===== src/rtl/hazard_pkg.sv =====
// rtl/hazard_pkg.sv - operand-mux select encodings, FSM state type and forwarding match helper.
package hazard_pkg;

  localparam int REG_W = 5;

  localparam logic [1:0] FWD_RF  = 2'b00;
  localparam logic [1:0] FWD_WB  = 2'b01;
  localparam logic [1:0] FWD_MEM = 2'b10;

  typedef enum logic {
    RUN      = 1'b0,
    MEM_WAIT = 1'b1
  } state_t;

  // x0 is hard-wired to zero, so a write to it never produces a forwardable value.
  function automatic logic fwd_hit(
    input logic [REG_W-1:0] rd,
    input logic             we,
    input logic [REG_W-1:0] rs
  );
    return we && (rd != '0) && (rd == rs);
  endfunction

endpackage


===== src/rtl/forward_sel.sv =====
// rtl/forward_sel.sv - select for one execute-stage operand mux; memory stage wins over writeback.
module forward_sel
  import hazard_pkg::*;
(
  input  logic [REG_W-1:0] rs,
  input  logic [REG_W-1:0] rd_m,
  input  logic             reg_write_m,
  input  logic [REG_W-1:0] rd_w,
  input  logic             reg_write_w,
  output logic [1:0]       sel
);

  always_comb begin
    sel = FWD_RF;
    if (fwd_hit(rd_m, reg_write_m, rs)) begin
      sel = FWD_MEM;
    end else if (fwd_hit(rd_w, reg_write_w, rs)) begin
      sel = FWD_WB;
    end
  end

endmodule


===== src/rtl/hazard_ctrl.sv =====
// rtl/hazard_ctrl.sv - forwarding, stall/flush generation, data-memory wait FSM with watchdog and stall counter.
module hazard_ctrl
  import hazard_pkg::*;
#(
  parameter int TIMEOUT = 16,
  parameter int CNT_W   = 32
) (
  input  logic             clk,
  input  logic             rst,
  input  logic [REG_W-1:0] rs1_d,
  input  logic [REG_W-1:0] rs2_d,
  input  logic [REG_W-1:0] rs1_e,
  input  logic [REG_W-1:0] rs2_e,
  input  logic [REG_W-1:0] rd_e,
  input  logic             mem_read_e,
  input  logic             pc_src_e,
  input  logic [REG_W-1:0] rd_m,
  input  logic             reg_write_m,
  input  logic [REG_W-1:0] rd_w,
  input  logic             reg_write_w,
  input  logic             dmem_req_m,
  input  logic             dmem_ready,
  output logic [1:0]       forward_a_e,
  output logic [1:0]       forward_b_e,
  output logic             stall_f,
  output logic             stall_d,
  output logic             stall_e,
  output logic             stall_m,
  output logic             flush_d,
  output logic             flush_e,
  output logic             mem_busy,
  output logic             mem_timeout,
  output logic [CNT_W-1:0] stall_cycles
);

  localparam int                WAIT_W   = $clog2(TIMEOUT + 1);
  localparam logic [WAIT_W-1:0] WAIT_MAX = WAIT_W'(TIMEOUT);
  localparam logic [WAIT_W-1:0] WAIT_PRE = WAIT_W'(TIMEOUT - 1);

  state_t            state;
  state_t            state_nxt;
  logic [WAIT_W-1:0] wait_cnt;
  logic [1:0]        sel_a;
  logic [1:0]        sel_b;
  logic              mem_stall;
  logic              load_use;
  logic              any_stall;

  forward_sel u_fwd_a (
    .rs          (rs1_e),
    .rd_m        (rd_m),
    .reg_write_m (reg_write_m),
    .rd_w        (rd_w),
    .reg_write_w (reg_write_w),
    .sel         (sel_a)
  );

  forward_sel u_fwd_b (
    .rs          (rs2_e),
    .rd_m        (rd_m),
    .reg_write_m (reg_write_m),
    .rd_w        (rd_w),
    .reg_write_w (reg_write_w),
    .sel         (sel_b)
  );

  assign mem_stall = dmem_req_m && !dmem_ready;
  assign load_use  = mem_read_e && (rd_e != '0) && ((rd_e == rs1_d) || (rd_e == rs2_d));

  // Priority is memory wait, then branch, then load-use; everything is held low during reset.
  always_comb begin
    forward_a_e = FWD_RF;
    forward_b_e = FWD_RF;
    stall_f     = 1'b0;
    stall_d     = 1'b0;
    stall_e     = 1'b0;
    stall_m     = 1'b0;
    flush_d     = 1'b0;
    flush_e     = 1'b0;
    if (!rst) begin
      forward_a_e = sel_a;
      forward_b_e = sel_b;
      if (mem_stall) begin
        stall_f = 1'b1;
        stall_d = 1'b1;
        stall_e = 1'b1;
        stall_m = 1'b1;
      end else if (pc_src_e) begin
        flush_d = 1'b1;
        flush_e = 1'b1;
      end else if (load_use) begin
        stall_f = 1'b1;
        stall_d = 1'b1;
        flush_e = 1'b1;
      end
    end
  end

  assign any_stall = stall_f || stall_d || stall_e || stall_m;

  always_ff @(posedge clk or posedge rst) begin
    if (rst) begin
      state <= RUN;
    end else begin
      state <= state_nxt;
    end
  end

  always_comb begin
    state_nxt = state;
    case (state)
      RUN: begin
        if (mem_stall) begin
          state_nxt = MEM_WAIT;
        end
      end
      MEM_WAIT: begin
        if (dmem_ready || !dmem_req_m) begin
          state_nxt = RUN;
        end
      end
      default: state_nxt = RUN;
    endcase
  end

  assign mem_busy = (state == MEM_WAIT);

  // The watchdog only reports; the pipeline stays stalled for as long as memory is not ready.
  always_ff @(posedge clk or posedge rst) begin
    if (rst) begin
      wait_cnt    <= '0;
      mem_timeout <= 1'b0;
    end else begin
      if (mem_stall) begin
        if (wait_cnt != WAIT_MAX) begin
          wait_cnt <= wait_cnt + 1'b1;
        end
        if (wait_cnt >= WAIT_PRE) begin
          mem_timeout <= 1'b1;
        end
      end else begin
        wait_cnt <= '0;
      end
    end
  end

  always_ff @(posedge clk or posedge rst) begin
    if (rst) begin
      stall_cycles <= '0;
    end else if (any_stall && (stall_cycles != '1)) begin
      stall_cycles <= stall_cycles + 1'b1;
    end
  end

endmodule


===== config.mk =====
export PLATFORM = sky130hd
export DESIGN_NAME = hazard_ctrl
export DESIGN_NICKNAME = d
export VERILOG_FILES = /design/src/rtl/hazard_pkg.sv /design/src/rtl/forward_sel.sv /design/src/rtl/hazard_ctrl.sv
export SDC_FILE = /design/constraint.sdc
export NUM_CORES = 1
export LEC_CHECK = 0
export CAP_MARGIN = 0
export CORE_ASPECT_RATIO = 0.9
export CORE_MARGIN = 4
export CORE_UTILIZATION = 48
export DETAILED_ROUTE_END_ITERATION = 7
export PLACE_DENSITY = 0.93
export SETUP_SLACK_MARGIN = 0.2
export SYNTH_ARGS = -nofsm -noshare
export SYNTH_HDL_FRONTEND = slang
export SYNTH_HIERARCHICAL = 1
export SYNTH_SLANG_ARGS = --single-unit

===== constraint.sdc =====
create_clock -name clk -period 6.62 [get_ports clk]
set_clock_uncertainty 0.15 [all_clocks]
set_input_delay 0.662 -clock clk [delete_from_list [all_inputs] [get_ports clk]]
set_output_delay 0.662 -clock clk [all_outputs]
set_load 0.005 [all_outputs]

# After elaboration in Yosys (flattened, before gate mapping)
# Index checks and enable logic that the tools add are counted.
# word_totals
word_cells	59
out_inout_bits	44
in_bits	43
regBits	39
# op_classes
n_eq_ne	9
n_addsub	2
bitwise	1
reduce_logical	20
n_mux	22
order_cmp	1
# ops
operator	n
$add 32x1->32 const B	1
$ne 32x32->1 const B	1
$eq 5x5->1	6
$mux 1	15
$reduce_bool 5->1	3
$logic_and 1x1->1	10
$mux 5	2
$mux 2	4
$add 5x1->5 const B	1
$ge 5x4->1 const B	1
$ne 5x5->1 const B	1
$logic_or 1x1->1	4
$logic_not 1->1	2
$ne 2x1->1 const B	1
$pmux 1 s2	1
$reduce_and 2->1	1
$not 1->1	1

# Longest topological paths before layout
# logic_depth
ltp_word	10
ltp_mapped	9
ltp_nobuf	7

# Cells and area by module
# The synthesis kept the hierarchy.
# by_module_without_submodules
mod	seq_area_each_um2	area_each_um2	instances	cells_each
hazard_ctrl	975.9	2094.5	1	208
forward_sel	0.0	151.4	2	20

# Worst setup path after synthesis
# No wires, ideal clock.
# synth_timing
path_kind	input-to-output
startpoint	input port rst
endpoint	output port stall_f
t_required_ns	5.808
n_path_buf	1
setup_slack_ns	3.700
stages	4
t_arrival_ns	2.108
cell_sequence	inv_1 -> a41o_1 -> and2_1 -> buf_4
# synth_via
elab_chain_len	1
# synth_rtl
element	line	rtl
from (decl)	hazard_ctrl.sv:9	input logic rst,
$mux 1	-	
to (decl)	hazard_ctrl.sv:25	output logic stall_f,
# Every way passes these cells.

# Final worst setup path
# layout_timing
startpoint	input port rst
endpoint	output port stall_f
# layout_via
elab_chain_len	1
# layout_rtl
element	line	rtl
$mux 1	hazard_ctrl.sv:80	if (!rst) begin
# Every way passes these cells.

==> key figures <==
CTS
  – Latest clock arrival within the worst-skew pair: between 0.2 and 0.3 ns
  – Num CTS Buffers: 5
  – Post-CTS Setup Repair Bufs: 0
  – Register clock-pin slew on the reported worst setup and hold paths: 0.07 ns
  – H-tree level count: 2
  – Clock buffer depth: 2
  – Hold_buf cts: 0
  – CTS tree: yes
  – CTS resizes: 0
  – Clk sinks: 39
  – Clock root buffer: clkbuf_8

Place
  – Placed insts: 395
  – Port-buffer cells: 86
  – Placer congestion estimate: 0.757
  – Placed wire-length estimate: 4970 um

Pwr
  – Power Density: 163 nW/um2
  – Max VDD drop: about 130 uV
  – Leak: 1.38 nW

Synth
  – Unique cell type count in the Yosys netlist: 41
  – Post-Syn Nets: 295
  – Largest family of logic cells by synthesized area: simple AND/OR/NAND/NOR gates
  – Post-synthesis mux area share: 0.00887
  – Synth Area in Compound Gates: 0.0527
  – Number of synthesized register bits: 39
  – Leading post-synthesis cells by cell area: dfrtp_1 41%, xnor2_1 14%, xor2_1 8.0%, nand3_1 4.2%, nand2_1 3.6%
  – Yosys top cell by area: dfrtp_1
  – Post-Synth XOR/XNOR Area: 0.219
  – Syn avg cell area: 9.67 um2
  – EDFF count, synth: 0
  – Top-area cell type share of the netlist area: 0.407
  – Synth Area in Adders: 0.0209
  – YS warnings: 6
  – Dominant synthesized flop cell: dfrtp_1
  – Simple-Gate Fraction of Synth Area: 0.257
  – Synth Cell Area: 2400 um2
  – Register area share after synthesis: 0.407
  – Post-synth ARST share: 1.00
  – Gate Count Post-Synth: 248

Global routing
  – Gr usage total: 0.219
  – Initial antenna violation count: 0
  – Vias in the first global route: 2179
  – GR Overflow Total: 0
  – Largest net degree at the start of global routing: 41
  – Global-route wire length before repair: about 10000 um

Floorplanning
  – Chip width: 82.5 um
  – Core Rows: 24
  – Area of the core: 4830 um2
  – Top Ports: between 80 and 90
  – Die Y: 75.0 um
  – Initial Util: 0.496
  – Die area: 6190 um2

STA
  – Slew margin rel.: 0.377
  – Final Hold Vio Count: 0
  – Fin. max-slew vios: 0
  – RSZ-0062 raised after global routing: false
  – Max frequency: 283 MHz
  – Worst Tran Pin Value: just over 0.9 ns
  – Final Cycle Share: 0.535
  – Setup-failing EPs final: 0
  – TNS Setup: 0 ns
  – Tmin final: between 3 and 4 ns

Final layout
  – Fin nets: 384
  – Commonest cells after routing, fill and taps aside: 86 x clkdlybuf4s50_1, 39 x dfrtp_1, 38 x xnor2_1, 23 x nand2_1, 22 x xor2_1
  – Share of cells above drive strength 1: 0.0564
  – Reg area: around 980 um2
  – Final Non-Filler Cells: 402
  – Fill cells: 359
  – Ant. Diodes: 0
  – Util after Layout: 0.701
  – Commonest non-fill, non-tap cell in the layout: clkdlybuf4s50_1
  – Area of the multi-input gates: approximately 1300 um2
  – Area Growth Syn to Fin: 41.4%

Worst setup path
  – CP startpoint: rst
  – Largest fanout on the critical path: 40
  – Endpoint class of the critical path: primary output
  – FF-to-FF Start: stall_cycles[0]
  – Req. time, crit path: 5.81 ns
  – Critical path type: in2out
  – Worst setup SP type: input port
  – Slack of the worst reg-to-reg path: roughly 4 ns
  – Worst Path Arrival: about 2.7 ns

Hold path
  – Worst Hold Launch: stall_cycles[16]
  – Hold Path Class: reg2reg

Routing
  – DR pass1 iterations: 4
  – Initial DRC count: 165
  – Vias: 2161
  – Drt drc: 0
  – Routed wire length: about 6400 um
  – Avg WL per Cell: about 16 um
  – ANT nets after route: 0
  – Post-DR vias/cell: 5.38

Run status
  – Outcome: finished clean

Flow run
  – Max cap viols: 0
-- final timing paths --
check,end,depth (start not counted)
worst min register to register,stall_cycles[16],1
min in group asynchronous,mem_busy,3
worst min-delay path,stall_cycles[16],1
worst max register to register,stall_cycles[20],7
worst max-delay path,stall_f,6
max in group asynchronous,stall_cycles[21],3
-- synthesized netlist by cell type (2+ instances only) --
library cell / instances
nor4b_1: 2
nand2_1: 23
a211oi_2: 2
inv_1: 10
nand4_1: 6
a21oi_1: 3
nor3_1: 13
nand3_1: 20
nor2b_1: 4
nor3_2: 2
xnor2_1: 38
dfrtp_1: 39
and3_1: 6
and4_1: 4
ha_1: 4
o41ai_2: 2
nor4_1: 8
xor2_1: 22
nor2_1: 17
buf_4: 2
-- logic make-up (layout without fill, tap and decap cells) --
logic type | Yosys count | after routing
muxes | 2 | 2
and+or+nand+nor | 114 | 114
xor gates and xnor gates | 60 | 60
AOI/OAI and AO/OA | 14 | 14
DFF | 39 | 39
buffers and inverters | 15 | 104
adders and majority gates | 4 | 4
-- sequential cells by signal, summed over array words and instances, names as in the netlist --
signal,count
mem_busy,1
stall_cycles,32
mem_timeout,1
wait_cnt,5
-- final cells by class --
cell class / instances / area share
clock buffer: 6 / 0.0244
clock inverter: 1 / 0.00148
inverter: 10 / 0.0111
multi-input combinational: 194 / 0.395
sequential: 39 / 0.288
tap: 65 / 0.0240
timing repair buffer: 87 / 0.256
-- metrics by stage --
step	power [W]	instance area [um2]	setup WS [ns]	hold WS, ns
after floorplan	0.000322	2400	3.70	0.318
after global placement	0.000391	3300	3.10	0.308
after detailed placement	0.000397	3300	3.05	0.320
after CTS	0.000557	3390	3.05	0.339
after global routing	0.000578	3390	2.89	0.360
final	0.000551	3390	3.08	0.341
-- metal layers --
layer,share of wire,GRT usage
met1,0.44,0.282
met2,0.47,0.368
met3,0.072,0.0502
met4,0.014,0.0708
met5,0,0
-- critical path: stages --
cell and delay [ns]:
clkdlybuf4s50_1 0.53, inv_1 0.10, buf_4 0.43, a41o_1 0.31
and2_1 0.18, clkdlybuf4s50_1 0.50
-- power by group --
part           internal, W  switching (W)
Clock            0.0000816      0.0000774
Sequential        0.000251      0.0000179
Combinational    0.0000726      0.0000506
Total             0.000405       0.000146
No activity file was read; power rests on OpenSTA's default activity.
